**src/rtl/flag_stack_if.sv**
```systemverilog
// Flag save/restore bus between the control unit, the flag register and flag_stack.
interface flag_stack_if #(
  parameter int DEPTH = 4,
  parameter int CW    = $clog2(DEPTH + 1)
);
  logic          push;
  logic          pop;
  logic          Ci;
  logic          Ni;
  logic          Zi;
  logic          Vi;
  logic          errClr;
  logic          Cbk;
  logic          Nbk;
  logic          Zbk;
  logic          Vbk;
  logic          flagRest;
  logic [CW-1:0] count;
  logic          full;
  logic          empty;
  logic          overflowErr;
  logic          underflowErr;

  // Control unit / flag register side: drives requests and live flags.
  modport master (
    output push, pop, Ci, Ni, Zi, Vi, errClr,
    input  Cbk, Nbk, Zbk, Vbk, flagRest, count, full, empty,
           overflowErr, underflowErr
  );

  // Stack side: consumes requests, produces the restore bus and status.
  modport slave (
    input  push, pop, Ci, Ni, Zi, Vi, errClr,
    output Cbk, Nbk, Zbk, Vbk, flagRest, count, full, empty,
           overflowErr, underflowErr
  );
endinterface

```
**src/rtl/flag_stack.sv**
```systemverilog
// LIFO save/restore stack for the C/N/Z/V condition flags.
// Push captures the live flags; pop returns the most recent set on the
// registered backup bus together with a one-cycle flagRest strobe.
module flag_stack #(
  parameter int DEPTH = 4,
  parameter int CW    = $clog2(DEPTH + 1)
) (
  input logic        clk,
  input logic        rst,
  flag_stack_if.slave bus
);

  // Entry layout is {C,N,Z,V}.
  logic [3:0]    r_entry [DEPTH];
  logic [CW-1:0] r_sp;
  logic [3:0]    r_bk;
  logic          r_flag_rest;
  logic          r_ovf;
  logic          r_unf;

  logic [3:0]    w_flags;
  logic [3:0]    w_top;
  logic [CW-1:0] w_top_idx;
  logic          w_full;
  logic          w_empty;
  logic          w_push_only;
  logic          w_pop_only;
  logic          w_do_push;
  logic          w_do_pop;
  logic          w_swap;
  logic          w_bypass;
  logic          w_ovf_evt;
  logic          w_unf_evt;

  assign w_flags   = {bus.Ci, bus.Ni, bus.Zi, bus.Vi};
  assign w_full    = (r_sp == CW'(DEPTH));
  assign w_empty   = (r_sp == '0);
  assign w_top_idx = r_sp - CW'(1);

  assign w_push_only = bus.push & ~bus.pop;
  assign w_pop_only  = bus.pop & ~bus.push;
  assign w_do_push   = w_push_only & ~w_full;
  assign w_do_pop    = w_pop_only & ~w_empty;
  // Push and pop together replace the top in place (old top goes out).
  assign w_swap      = bus.push & bus.pop & ~w_empty;
  // Push and pop together on an empty stack pass the live flags straight through.
  assign w_bypass    = bus.push & bus.pop & w_empty;
  assign w_ovf_evt   = w_push_only & w_full;
  assign w_unf_evt   = w_pop_only & w_empty;

  // Select the current top entry; compare-based so the index never leaves range.
  always_comb begin
    w_top = 4'h0;
    for (int i = 0; i < DEPTH; i++) begin
      if (w_top_idx == CW'(i)) begin
        w_top = r_entry[i];
      end
    end
  end

  // Per-entry storage: written by a plain push at sp, or by a swap at sp-1.
  generate
    for (genvar gi = 0; gi < DEPTH; gi++) begin : g_entry
      logic w_wr;
      assign w_wr = (w_do_push && (r_sp == CW'(gi))) ||
                    (w_swap && (w_top_idx == CW'(gi)));

      // Capture live flags into this slot when selected.
      always_ff @(posedge clk) begin
        if (rst) begin
          r_entry[gi] <= 4'h0;
        end else if (w_wr) begin
          r_entry[gi] <= w_flags;
        end
      end
    end
  endgenerate

  // Stack pointer: moves only on a single-sided accepted operation.
  always_ff @(posedge clk) begin
    if (rst) begin
      r_sp <= '0;
    end else if (w_do_push) begin
      r_sp <= r_sp + CW'(1);
    end else if (w_do_pop) begin
      r_sp <= r_sp - CW'(1);
    end
  end

  // Restore bus and strobe: bus holds between accepted pops, strobe is one cycle.
  always_ff @(posedge clk) begin
    if (rst) begin
      r_bk        <= 4'h0;
      r_flag_rest <= 1'b0;
    end else begin
      r_flag_rest <= w_do_pop | w_swap | w_bypass;
      if (w_do_pop || w_swap) begin
        r_bk <= w_top;
      end else if (w_bypass) begin
        r_bk <= w_flags;
      end
    end
  end

  // Sticky error bits; a new event in the clear cycle keeps the bit set.
  always_ff @(posedge clk) begin
    if (rst) begin
      r_ovf <= 1'b0;
      r_unf <= 1'b0;
    end else begin
      r_ovf <= w_ovf_evt | (r_ovf & ~bus.errClr);
      r_unf <= w_unf_evt | (r_unf & ~bus.errClr);
    end
  end

  assign bus.Cbk          = r_bk[3];
  assign bus.Nbk          = r_bk[2];
  assign bus.Zbk          = r_bk[1];
  assign bus.Vbk          = r_bk[0];
  assign bus.flagRest     = r_flag_rest;
  assign bus.count        = r_sp;
  assign bus.full         = w_full;
  assign bus.empty        = w_empty;
  assign bus.overflowErr  = r_ovf;
  assign bus.underflowErr = r_unf;

endmodule

```
**src/flat_wrapper.sv**
```systemverilog
// flat-port wrapper written by rule: the top's interface ports become plain ports
module flag_stack_flat 
#(
  parameter int DEPTH = 4,
  parameter int CW    = $clog2(DEPTH + 1)
)
  (clk, rst, bus_push, bus_pop, bus_Ci, bus_Ni, bus_Zi, bus_Vi, bus_errClr, bus_Cbk, bus_Nbk, bus_Zbk, bus_Vbk, bus_flagRest, bus_count, bus_full, bus_empty, bus_overflowErr, bus_underflowErr);
  flag_stack_if #(.DEPTH(DEPTH), .CW(CW)) bus_i ();
  input logic clk;
  input logic rst;
  input wire logic [$bits(bus_i.push)-1:0] bus_push;
  input wire logic [$bits(bus_i.pop)-1:0] bus_pop;
  input wire logic [$bits(bus_i.Ci)-1:0] bus_Ci;
  input wire logic [$bits(bus_i.Ni)-1:0] bus_Ni;
  input wire logic [$bits(bus_i.Zi)-1:0] bus_Zi;
  input wire logic [$bits(bus_i.Vi)-1:0] bus_Vi;
  input wire logic [$bits(bus_i.errClr)-1:0] bus_errClr;
  output wire logic [$bits(bus_i.Cbk)-1:0] bus_Cbk;
  output wire logic [$bits(bus_i.Nbk)-1:0] bus_Nbk;
  output wire logic [$bits(bus_i.Zbk)-1:0] bus_Zbk;
  output wire logic [$bits(bus_i.Vbk)-1:0] bus_Vbk;
  output wire logic [$bits(bus_i.flagRest)-1:0] bus_flagRest;
  output wire logic [$bits(bus_i.count)-1:0] bus_count;
  output wire logic [$bits(bus_i.full)-1:0] bus_full;
  output wire logic [$bits(bus_i.empty)-1:0] bus_empty;
  output wire logic [$bits(bus_i.overflowErr)-1:0] bus_overflowErr;
  output wire logic [$bits(bus_i.underflowErr)-1:0] bus_underflowErr;
  assign bus_i.push = bus_push;
  assign bus_i.pop = bus_pop;
  assign bus_i.Ci = bus_Ci;
  assign bus_i.Ni = bus_Ni;
  assign bus_i.Zi = bus_Zi;
  assign bus_i.Vi = bus_Vi;
  assign bus_i.errClr = bus_errClr;
  assign bus_Cbk = bus_i.Cbk;
  assign bus_Nbk = bus_i.Nbk;
  assign bus_Zbk = bus_i.Zbk;
  assign bus_Vbk = bus_i.Vbk;
  assign bus_flagRest = bus_i.flagRest;
  assign bus_count = bus_i.count;
  assign bus_full = bus_i.full;
  assign bus_empty = bus_i.empty;
  assign bus_overflowErr = bus_i.overflowErr;
  assign bus_underflowErr = bus_i.underflowErr;
  flag_stack #(.DEPTH(DEPTH), .CW(CW)) u_core (.clk(clk), .rst(rst), .bus(bus_i));
endmodule
```
**config.mk**
```make
export PLATFORM = sky130hd
export DESIGN_NAME = flag_stack_flat
export DESIGN_NICKNAME = d
export VERILOG_FILES = /design/src/rtl/flag_stack_if.sv /design/src/rtl/flag_stack.sv /design/src/flat_wrapper.sv
export SDC_FILE = /design/constraint.sdc
export NUM_CORES = 1
export LEC_CHECK = 0
export BUFFER_PORTS_ARGS = -buffer_cell sky130_fd_sc_hd__buf_2
export CAP_MARGIN = 20
export CORE_ASPECT_RATIO = 0.5
export CORE_MARGIN = 8
export CORE_UTILIZATION = 51
export CTS_CLUSTER_SIZE = 20
export DETAILED_ROUTE_END_ITERATION = 12
export MAX_ROUTING_LAYER = met4
export PLACE_DENSITY = 0.85
export SKIP_CTS_REPAIR_TIMING = 1
export SYNTH_ARGS = -nofsm -noshare
export SYNTH_HDL_FRONTEND = slang
export SYNTH_SLANG_ARGS = --single-unit
```
**constraint.sdc**
```tcl
create_clock -name clk -period 1.8 [get_ports clk]
set_input_delay 0.18 -clock clk [delete_from_list [all_inputs] [get_ports clk]]
set_output_delay 0.18 -clock clk [all_outputs]
set_load 0.03 [all_outputs]
```
==> run_results.csv <==
group,metric,value,unit
run_status,status,"finished, final reports clean",
floorplanning,die_area,5120,sq um
sta,clock.fmax,561,MHz
clocking,cts.sink_count,26,
cells_and_area,synthToLayoutAreaGrowth,21.8,%
synthesis,synthSimpleGateAreaFrac,25.4,%
grt,grt_overflow,0,
placement,portBuffers,20,
setup_path,path_class,"reg -> out",
clocking,clockBufferDepth,2,
sta,min_period_over_period,99.1,%
clocking,cts_made_buffers,3,
floorplanning,rows,14,
grt,gr-max-usage-layer,"met2",
synthesis,yosys_warnings,0,
route,drt_iter0_drc,105,
clocking,htree_num_levels,1,
synthesis,synthAdderAreaFrac,4.91,%
synthesis,synth_top_family_by_area,"simple AND/OR/NAND/NOR gates",
synthesis,syn_inst,163,
setup_path,crit_fanout,12,
grt,met1_usage,17.6,%
pwr,p_leak,0.720,nW
setup_path,critPathArrivalTime,1.60,ns
sta,slew_violations,0,
floorplanning,die_h,54.7,um
route,wl_per_cell,15.6,um
floorplanning,start_util,52.3,%
cells_and_area,final_common_cell,"nor2_1",
synthesis,synth_compound_area_share,19.4,%
sta,postLayoutSetupSlackWorst,0.0165,ns
placement,dpl_worst_slack,0.0280,ns
floorplanning,ios,21,
synthesis,syn_avg_cell_area,9.39,sq um
cells_and_area,layout_common_cells,"26 x nor2_1, 19 x buf_2, 16 x edfxtp_1, 14 x nand2b_1, 14 x a21oi_1",
floorplanning,core,2930,sq um
route,avgViaCountPerCell,5.55,
grt,grt.total_usage,15.0,%
placement,gp_congestion,0.860,
placement,hpwl,2540,um
synthesis,yosysUniqueCellTypes,35,
clocking,insertion_delay,0.27,ns
sta,clock_skew,0.00179,ns
cells_and_area,nNetsFinal,208,
synthesis,ys_ff_latch,26,
grt,grt_pass1_vias,1274,
setup_path,worstSetupStartpointType,"flip-flop",
cells_and_area,diodes,0,
synthesis,synth_xor_area_share,0.572,%
synthesis,ys_seq_area_share,44.5,%
setup_path,crit_path_end_kind,"primary output",
clocking,tritoncts,"yes",
grt,antenna_found_initial,0,
cells_and_area,drive_above_1_share,29.2,%
flow_run,cap_violations,0,
grt,grt_max_degree,19,
synthesis,syn-cell-area,1530,sq um
hold_path,hp-class,"in -> reg",
clocking,cts.root.buffer_cell,"clkbuf_8",
synthesis,synthMuxAreaShare,1.31,%
grt,use_met3,2.87,%
sta,worst_pin_slew,0.394,ns
route,dr.pass1.iters,4,
route,vias,1287,
sta,hold_violations,0,
sta,fin_crit,1.78,ns
sta,setup_viol,0,
grt,grt_pass1_wl,5890,um
route,wl,3620,um
grt,grt_use_met2,26.7,%
floorplanning,die_w,93.5,um
setup_path,required,1.62,ns
route,antenna_left,0,
clocking,cts.clk_slew.worst_paths,0.09,ns
pwr,ir_drop,0.000709,V
pwr,p_total,0.00270,W
route,drc,0,
sta,rsz0062_at_grt,"yes",
sta,slew_headroom,73.7,%
pwr,powerDensity,1450,nW/um^2
synthesis,synth_nets,178,
[synthesized netlist by cell type, drive strengths merged]
cell / count / share of area, %
inv: 4 / 0.98
nand4bb: 1 / 0.74
and3: 1 / 0.41
o21ai: 16 / 5.7
nor3b: 2 / 0.98
dfxtp: 10 / 13
ha: 6 / 4.9
a21boi: 1 / 0.49
nand3b: 4 / 2.0
a2bb2oi: 1 / 0.57
o22ai: 3 / 1.2
nor2b: 12 / 4.9
or3: 1 / 0.74
nor2: 26 / 6.4
mux2i: 2 / 1.3
nand2: 3 / 0.74
a22oi: 3 / 2.1
nor3: 1 / 0.33
clkbuf: 3 / 0.74
buf: 6 / 2.2
a211oi: 4 / 2.9
nand2b: 14 / 5.7
a21oi: 15 / 5.6
and2b: 1 / 0.49
edfxtp: 16 / 31
and2: 5 / 2.0
xnor2: 1 / 0.57
o211a: 1 / 0.65
[area by class of cell]
cell class	instances	area (sq um)
fill	214	1060
multi-input combinational	124	826
clock buffer	3	41.3
inverter	4	17.5
sequential	26	688
tap	40	50.0
clock inverter	1	30.0
timing repair buffer	34	211
[worst max-delay path, stage by stage (launching register included)]
cell	delay [ns]
dfxtp_4	0.35
inv_2	0.10
ha_4	0.19
buf_6	0.15
nor2b_1	0.16
buf_4	0.18
clkbuf_4	0.20
[path summary, 6_finish.rpt]
path                       start                      end  slack [ns]  cells past startpoint
min reg2reg       u_core.r_bk[1]           u_core.r_bk[1]        0.53                      2
max reg2reg  u_core.bus.count[0]     u_core.r_entry[2][1]        0.02                      6
min                   bus_errClr  u_core.bus.underflowErr        0.23                      4
max          u_core.bus.count[0]                bus_empty        0.02                      6
[metal layers]
| layer | share of wire [%] | up-vias | wire [um] |
|---|---|---|---|
| li1 | - | 623 | - |
| met1 | 44 | 610 | 1600 |
| met2 | 48 | 45 | 1730 |
| met3 | 6.6 | 9 | 240 |
| met4 | 1.3 | 0 | 47 |
| met5 | 0 | - | 0 |
[logic make-up (layout without fill, tap and decap cells)]
group	count (synthesis)	count (layout)
buf+inv	13	42
compound gates	44	44
fa+ha+maj	6	6
simple gates	71	71
mux	2	2
flops	26	26
xor+xnor	1	1
[flip-flops by register name, indices dropped and copies added, names as in the netlist]
name	flops
u_core.bus.overflowErr	1
u_core.bus.flagRest	1
u_core.r_entry	16
u_core.bus.count	3
u_core.r_bk	4
u_core.bus.underflowErr	1
[through the flow]
stage | hold WS (ns) | setup TNS, ns | cells | cell area (sq um) | utilization (%)
floorplan | 0.383 | 0 | 163 | 1560 | -
global placement | 0.487 | 0 | 222 | 1710 | 58.5
detailed placement | 0.508 | 0 | 222 | 1710 | 58.5
CTS | 0.234 | -0.0262 | 226 | 1780 | 60.9
global route | 0.261 | -0.130 | 232 | 1860 | 63.7
finish | 0.226 | 0 | 232 | 1860 | 63.7
[where the power goes]
group          internal, W  leakage, nW  switching, W
clock             0.000298       0.0357      0.000184
combinational     0.000609        0.434      0.000798
sequential        0.000743        0.250     0.0000663
total              0.00165        0.720       0.00105
Power figures use the tool's default switching activity.
